**src/rtl/affine_ctrl_pkg.sv**
```systemverilog
// Shared types for the affine loop controller and the unified-buffer port modules.
package affine_ctrl_pkg;

  localparam int unsigned W_DEF        = 16;
  localparam int unsigned NUM_DIMS_DEF = 3;

  typedef enum logic [1:0] {
    IDLE = 2'd0,
    RUN  = 2'd1,
    DONE = 2'd2
  } state_e;

  typedef logic [NUM_DIMS_DEF-1:0][W_DEF-1:0] ctrl_vars_t;

endpackage

```
**src/rtl/affine_odometer.sv**
```systemverilog
// Iteration-point registers for the affine loop controller: odometer carry chain
// (index 0 outermost) and last-point detect. An extent of 0 behaves as 1.
module affine_odometer #(
  parameter int unsigned NUM_DIMS = 3,
  parameter int unsigned W        = 16
) (
  input  logic                         clk,
  input  logic                         rst,
  input  logic                         clr_i,
  input  logic                         adv_i,
  input  logic [NUM_DIMS-1:0][W-1:0]   extent_i,
  output logic [NUM_DIMS-1:0][W-1:0]   vars_o,
  output logic                         last_o
);

  logic [NUM_DIMS-1:0][W-1:0] vars_q, vars_d;
  logic [NUM_DIMS-1:0]        at_max;
  logic                       carry;

  always_comb begin
    at_max = '0;
    for (int unsigned k = 0; k < NUM_DIMS; k++) begin
      if (extent_i[k] == '0) at_max[k] = (vars_q[k] == '0);
      else                   at_max[k] = (vars_q[k] == extent_i[k] - W'(1));
    end
  end

  assign last_o = &at_max;

  // Carry ripples from the innermost dimension outward; the last point holds.
  always_comb begin
    vars_d = vars_q;
    carry  = adv_i & ~last_o;
    for (int unsigned k = 0; k < NUM_DIMS; k++) begin
      if (carry) begin
        if (at_max[NUM_DIMS-1-k]) begin
          vars_d[NUM_DIMS-1-k] = '0;
        end else begin
          vars_d[NUM_DIMS-1-k] = vars_q[NUM_DIMS-1-k] + W'(1);
          carry = 1'b0;
        end
      end
    end
    if (clr_i) vars_d = '0;
  end

  always_ff @(posedge clk or posedge rst) begin
    if (rst) vars_q <= '0;
    else     vars_q <= vars_d;
  end

  assign vars_o = vars_q;

endmodule

```
**src/rtl/affine_loop_ctrl.sv**
```systemverilog
// Affine-schedule loop controller: fires valid when cycle_cnt reaches
// offset + sum(coef*vars). Define AFFINE_LOOP_CTRL_CHECK_EN for the missed-schedule check.
module affine_loop_ctrl
  import affine_ctrl_pkg::*;
#(
  parameter int unsigned NUM_DIMS = NUM_DIMS_DEF,
  parameter int unsigned W        = W_DEF
) (
  input  logic                         clk,
  input  logic                         rst,
  input  logic                         flush,
  input  logic                         start,
  input  logic [NUM_DIMS-1:0][W-1:0]   extent,
  input  logic [NUM_DIMS-1:0][W-1:0]   coef,
  input  logic [W-1:0]                 offset,
  output logic                         valid,
  output logic [NUM_DIMS-1:0][W-1:0]   ctrl_vars,
  output logic                         done,
  output logic                         sched_err
);

  state_e                     state_q, state_d;
  logic [W-1:0]               cnt_q, cnt_d;
  logic [W-1:0]               target;
  logic [NUM_DIMS-1:0][W-1:0] vars;
  logic                       last;
  logic                       clr;

  affine_odometer #(
    .NUM_DIMS (NUM_DIMS),
    .W        (W)
  ) u_odometer (
    .clk      (clk),
    .rst      (rst),
    .clr_i    (clr),
    .adv_i    (valid),
    .extent_i (extent),
    .vars_o   (vars),
    .last_o   (last)
  );

  always_comb begin
    target = offset;
    for (int unsigned k = 0; k < NUM_DIMS; k++) begin
      target = target + coef[k] * vars[k];
    end
  end

  assign valid     = (state_q == RUN) && (cnt_q == target);
  assign done      = (state_q == DONE);
  assign ctrl_vars = vars;

`ifdef AFFINE_LOOP_CTRL_CHECK_EN
  logic err_q, err_d;
  logic miss;

  assign miss      = (state_q == RUN) && (target < cnt_q);
  assign sched_err = err_q | miss;

  always_comb begin
    err_d = err_q;
    if (flush || ((state_q != RUN) && start)) err_d = 1'b0;
    else if (miss)                            err_d = 1'b1;
  end

  always_ff @(posedge clk or posedge rst) begin
    if (rst) err_q <= 1'b0;
    else     err_q <= err_d;
  end
`else
  assign sched_err = 1'b0;
`endif

  always_comb begin
    state_d = state_q;
    cnt_d   = cnt_q;
    clr     = 1'b0;
    if (flush) begin
      state_d = IDLE;
      cnt_d   = '0;
      clr     = 1'b1;
    end else begin
      unique case (state_q)
        IDLE, DONE: begin
          if (start) begin
            state_d = RUN;
            cnt_d   = '0;
            clr     = 1'b1;
          end
        end
        RUN: begin
          cnt_d = cnt_q + W'(1);
          if (valid && last) state_d = DONE;
`ifdef AFFINE_LOOP_CTRL_CHECK_EN
          if (miss) state_d = DONE;
`endif
        end
        default: state_d = IDLE;
      endcase
    end
  end

  always_ff @(posedge clk or posedge rst) begin
    if (rst) begin
      state_q <= IDLE;
      cnt_q   <= '0;
    end else begin
      state_q <= state_d;
      cnt_q   <= cnt_d;
    end
  end

endmodule

```
**config.mk**
```make
export PLATFORM = sky130hd
export DESIGN_NAME = affine_loop_ctrl
export DESIGN_NICKNAME = d
export VERILOG_FILES = /design/src/rtl/affine_ctrl_pkg.sv /design/src/rtl/affine_odometer.sv /design/src/rtl/affine_loop_ctrl.sv
export SDC_FILE = /design/constraint.sdc
export NUM_CORES = 1
export LEC_CHECK = 0
export BUFFER_PORTS_ARGS = -buffer_cell sky130_fd_sc_hd__buf_2
export CORE_MARGIN = 2
export CORE_UTILIZATION = 29
export DETAILED_ROUTE_END_ITERATION = 8
export GPL_TIMING_DRIVEN = 0
export PLACE_DENSITY_LB_ADDON = 0.3
export SYNTH_ARGS = -nofsm -noshare
export SYNTH_HDL_FRONTEND = slang
export SYNTH_SLANG_ARGS = --single-unit
```
**constraint.sdc**
```tcl
create_clock -name clk -period 8.5 [get_ports clk]
set_input_delay 0.85 -clock clk [delete_from_list [all_inputs] [get_ports clk]]
set_output_delay 0.85 -clock clk [all_outputs]
set_load 0.1 [all_outputs]
```
# After elaboration in Yosys (flattened, before gate mapping)

Index checks and enable logic that the tools add are counted.

Word-level logic and storage cells: 69
Register bits: 66
Input bits: 116

Reduce and logical (&&, ||, !) cells: 17
Multipliers: 3
$add $sub $neg: 10
Bitwise operators: 2
Muxes and demuxes: 24
Equality and inequality tests: 8

Operator list:

| operator                | count |
|---|---|
| $mux W16                | 8 |
| $logic_not A16 Y1       | 6 |
| $add A16 B1 Y16 const B | 4 |
| $eq A16 B16 Y1          | 4 |
| $add A16 B16 Y16        | 3 |
| $mul A16 B16 Y16        | 3 |
| $mux W48                | 1 |
| $sub A16 B1 Y16 const B | 3 |
| $pmux W16 S2            | 1 |
| $mux W1                 | 10 |
| $mux W2                 | 3 |
| $reduce_bool A2 Y1      | 3 |
| $pmux W2 S2             | 1 |
| $reduce_and A2 Y1       | 2 |
| $ne A3 B2 Y1 const B    | 1 |
| $ne A3 B3 Y1 const B    | 1 |
| $reduce_and A3 Y1       | 1 |
| $reduce_bool A3 Y1      | 1 |
| $eq A2 B1 Y1 const B    | 1 |
| $eq A2 B2 Y1 const B    | 1 |
| $logic_and A1 B1 Y1     | 2 |
| $logic_not A2 Y1        | 1 |
| $reduce_or A2 Y1        | 1 |
| $and A1 B1 Y1           | 1 |
| $not A1 Y1              | 1 |

# Depth between registers and ports, before layout

Depth after elaboration: 11
Depth in mapped cells: 33

# Hierarchy

Synthesis repeated with hierarchy kept, for this count alone.

Cells, all modules: 2145
Area, all modules: 18702.9 µm²

By module, submodules not included:

| module           | times used | cells each | area each (µm²) |
|---|---|---|---|
| affine_loop_ctrl | 1          | 1469       | 13416.6 |
| affine_odometer  | 1          | 676        | 5286.3 |

# Worst setup path after synthesis

OpenSTA, ideal clock, no wires.

Path kind: reg-to-output
From: register u_odometer.vars_q, in the netlist u_odometer.vars_o[32]
To: output port valid
Data required time: 7650 ps
Buffers on the path: 3
Stages on the path, launching flop included: 24
Slack: -1677 ps
Data arrival time: 9327 ps
Cells stage by stage: dfrtp_1 > clkbuf_1 > clkbuf_1 > nand2_1 > fa_1 > fa_1 > fa_1 > fa_1 > fa_1 > fa_1 > fa_1 > fa_1 > fa_1 > inv_1 > ha_1 > o21ai_0 > a21oi_1 > and3_1 > a221o_1 > a21o_1 > a21oi_1 > xnor3_1 > buf_2 > nor2_1

Word-level cells in the longest chain between the ends: 4

Ends and longest elaborated chain:

| element                  | line                   | source |
|---|---|---|
| start: declaration       | affine_odometer.sv:16  | `logic [NUM_DIMS-1:0][W-1:0] vars_q, vars_d;` |
| start signal: assignment | affine_odometer.sv:49  | `else vars_q <= vars_d;` |
| $mul A16 B16 Y16         | affine_loop_ctrl.sv:45 | `target = target + coef[k] * vars[k];` |
| $add A16 B16 Y16         | affine_loop_ctrl.sv:45 |  |
| $eq A16 B16 Y1           | affine_loop_ctrl.sv:49 | `assign valid = (state_q == RUN) && (cnt_q == target);` |
| $logic_and A1 B1 Y1      | affine_loop_ctrl.sv:49 |  |
| end: declaration         | affine_loop_ctrl.sv:16 | `output logic valid,` |

Every way passes these cells.

# Worst setup path in the final report

From: input port coef[6] (netlist name)
To: output port valid

Word-level cells in the longest chain between the ends: 6

Ends and longest elaborated chain:

| element                        | line                   | source |
|---|---|---|
| start: declaration             | affine_loop_ctrl.sv:14 | `input logic [NUM_DIMS-1:0][W-1:0] coef,` |
| $mul A16 B16 Y16               | affine_loop_ctrl.sv:45 |  |
| $add A16 B16 Y16 (3 in series) | affine_loop_ctrl.sv:45 |  |
| $eq A16 B16 Y1                 | affine_loop_ctrl.sv:49 |  |
| $logic_and A1 B1 Y1            | affine_loop_ctrl.sv:49 |  |

Every way passes these cells.

==> impl_metrics.yaml <==
cts:
  numCtsBuffers: 9
  cts_tree: "done"
  postCtsHoldBufs: 0
  htreeDepth: 3
  cts.sinks: 66
  clk_pin_slew_ns: 0.06
  cts_root_buf: "clkbuf_16"
  clock_path_buffers: 2
  clk-insertion-delay-late_ns: 0.38
drt:
  avgViaCountPerCell: 4.774
  wire_per_inst_um: 18.56
  firstDrtPassIters: 7
  ant_nets: 0
  num_vias: 14704
  drtIter0Drc: 985
  drt-total-wl_um: 57180
  drc: 0
finish:
  fin_area_um2: 21480
  layout_common_cells: "inv_1 (316), fa_1 (275), nand2_1 (273)"
  final_common_cell: "inv_1"
  layout-drive-gt1-share: 0.2014
  areaGrowthSynthToFinish_pct: 19.40
  nets: 2850
grt:
  grt_use_total: 0.1833
  antenna_found_initial: 2
  grt_start_max_net_pins: 58
  grt_overflow_total: 0
  grt_first_pass_wirelength_um: 89350
  grt_pass1_vias: 15515
outcome:
  status: "complete, but fails checks"
  violations: "setup timing"
setup_path:
  worstSetupPathType: "in -> out"
  cp_top_family: "adder cells"
  critPathMaxStageDelay_ns: 0.63
  cp_data_required_time_ns: 7.65
  critPathArrivalTime_ns: 7.98
  startpoint_type: "input pin"
  critPathMaxFanout: 10
  cp-end-kind: "output port"
  cp_common_cell: "fa_1"
  slowest_stage: "fa_2"
  cp_cell_sequence: "clkbuf_8 -> and2_4 -> fa_1 -> inv_2 -> fa_1 -> fa_1 -> fa_2 -> fa_1 -> fa_2 -> fa_1 -> fa_1 -> fa_1 -> inv_2 -> ha_4 -> and3_4 -> a221o_1 -> a21o_1 -> a21oi_2 -> xnor3_2 -> buf_8 -> nor2_4 -> buf_12"
  worst-path-buf-inv: 5
logic_synthesis:
  synth_cell_types: 70
  syn_nets: 2647
  yosys.area_share.simple: 0.2236
  yosys_warnings: 0
  synthXorXnorAreaFrac: 0.09842
  syn_area_um2: 17990
  synth_mux_area_frac: 0.001808
  async_flop_share: 1.000
  synth_compound_gate_area_share: 0.05175
  ys_seq_area_frac: 0.09181
  synth_flop_cell: "dfrtp_1"
  synth_top_family_by_area: "adder cells"
  synth_edf_count: 0
  avgSynthCellArea_um2: 8.644
  synth_cells: 2081
  ys_ff_latch: 66
  synth_fa_ha_area_frac: 0.4390
die:
  dieArea_um2: 64040
  core_area_um2: 61480
  fp.dieH_um: 253.1
  ios: 167
  die_w_um: 253.1
  start_util: 0.2926
  rows: 91
sta:
  period_share: 1.039
  finalSetupTns_ns: -1.290
  drv_slew: 0
  setup_violations: 16
  slew_headroom: 0.2412
  finalWorstPathRequiredPeriod_ns: 8.832
  finClkSkew_ns: 0.01595
  worst_pin_slew_ns: 1.123
  timing.fmax_mhz: 113.2
  rsz0062_at_grt: "yes"
  hold_viol: 0
  timing.final.ws_setup_ns: -0.3317
placed_design:
  hpwl_um: 48540
  placed_cell_area_um2: 20130
  gp_congestion: 0.9096
  io_buffer_count: 161
power:
  cellLeakagePower_nw: 9.042
  p_per_area_nw_per_um2: 41.94
  ir_drop_uv: 86.60
job:
  max_cap_viol_count: 0
min_path:
  hold_class: "in -> async"
[final timing paths]
check | from | to | slack, ns | depth (start not counted)
min in group clk | cnt_q[4]$_DFFE_PP0P_ | cnt_q[4]$_DFFE_PP0P_ | 0.60 | 2
max in group asynchronous | rst | u_odometer.vars_o[33]$_DFFE_PP0P_ | 7.50 | 3
worst min register to register | cnt_q[4]$_DFFE_PP0P_ | cnt_q[4]$_DFFE_PP0P_ | 0.60 | 2
worst max register to register | u_odometer.vars_o[1]$_DFFE_PP0P_ | u_odometer.vars_o[36]$_DFFE_PP0P_ | -0.11 | 30
worst min-delay path | rst | cnt_q[3]$_DFFE_PP0P_ | 0.37 | 2
worst max-delay path | coef[6] | valid | -0.33 | 22
[cell type report]
class,count,area [µm²]
fillers,6389,40010
multi-input cells,1576,15100
flip-flops and latches,66,1697
repair buffers,232,1516
inverters,335,1262
well taps,790,988.4
plain buffers,64,649.4
clock buffers,13,250.2
clock inverters,3,15.01
diodes,1,2.502
[registers in the layout, indices dropped and copies added (netlist names)]
signal,cells
u_odometer.vars_o,48
cnt_q,16
state_q,2
[cell usage after synthesis, types with 9 or more instances]
| library cell | instances | area share |
|---|---|---|
| inv_1 | 335 | 0.070 |
| fa_1 | 302 | 0.34 |
| nand2_1 | 283 | 0.059 |
| and2_1 | 216 | 0.075 |
| xnor2_1 | 150 | 0.073 |
| ha_1 | 148 | 0.10 |
| clkbuf_1 | 86 | 0.018 |
| dfrtp_1 | 66 | 0.092 |
| nor2_1 | 65 | 0.014 |
| o21ai_0 | 48 | 0.013 |
| xor2_1 | 47 | 0.023 |
| nand3_1 | 37 | 0.010 |
| nor3_1 | 32 | 0.0089 |
| a21oi_1 | 29 | 0.0081 |
| and3_1 | 23 | 0.0080 |
| nor4_1 | 22 | 0.0077 |
| nor2b_1 | 19 | 0.0066 |
| or3_1 | 19 | 0.0066 |
| buf_2 | 16 | 0.0045 |
| nand4_1 | 15 | 0.0052 |
| nand3b_1 | 14 | 0.0058 |
| nand2b_1 | 9 | 0.0031 |
[metal layers]
metal  part of all wire  vias up  wire, µm  track usage
li1                   -     6857         -            -
met1               0.45     7475     25790       0.2457
met2               0.49      322     28010       0.3170
met3              0.043       48      2459      0.02395
met4              0.016        2       906      0.03466
met5            0.00023        -        13            0
[cell families after synthesis]
logic type | count (synthesis)
XOR/XNOR | 199
adder cells (fa/ha/maj) | 450
AO/OA/AOI/OAI | 141
flip-flops | 66
multiplexers | 3
other | 1
buffers and inverters | 439
AND/OR/NAND/NOR | 782
[worst register-to-register path: cells and delay by family (launching register included)]
family	cells	cell delay [ns]
compound gates	4	1.12
xor+xnor	1	0.09
fa+ha+maj	10	5.01
buf+inv	11	1.06
flops	1	0.48
mux	1	0.29
simple gates	3	0.44
[power by group]
group / switching, W / internal (W) / leakage [nW]
clock: 0.000154 / 0.000204 / 0.133
combinational: 0.000135 / 0.0000913 / 8.04
sequential: 0.00000149 / 0.000315 / 0.863
[through the flow]
stage | instances | setup slack (ns) | total power (W) | utilization | hold WS [ns]
6_report | 3080 | -0.3317 | 0.0009007 | 0.3493 | 0.3734
2_1_floorplan | 2081 | 0.0003313 | 0.0004262 | - | 0.4966
3_5_place_dp | 3033 | -1.570 | 0.0005206 | 0.3274 | 0.5878
5_1_grt | 3079 | -0.5179 | 0.0009445 | 0.3493 | 0.3762
4_1_cts | 3059 | -0.4004 | 0.0008975 | 0.3407 | 0.3627
3_3_place_gp | 3032 | -1.556 | 0.0005152 | 0.3269 | 0.5718
[what timing repair did]
action,4_1_cts,5_1_grt
gates cloned,0,2
setup buffers,38,30
endpoints found under the setup margin,51,51
pin swaps,45,98
resized for setup,134,143
Power figures use the tool's default switching activity.
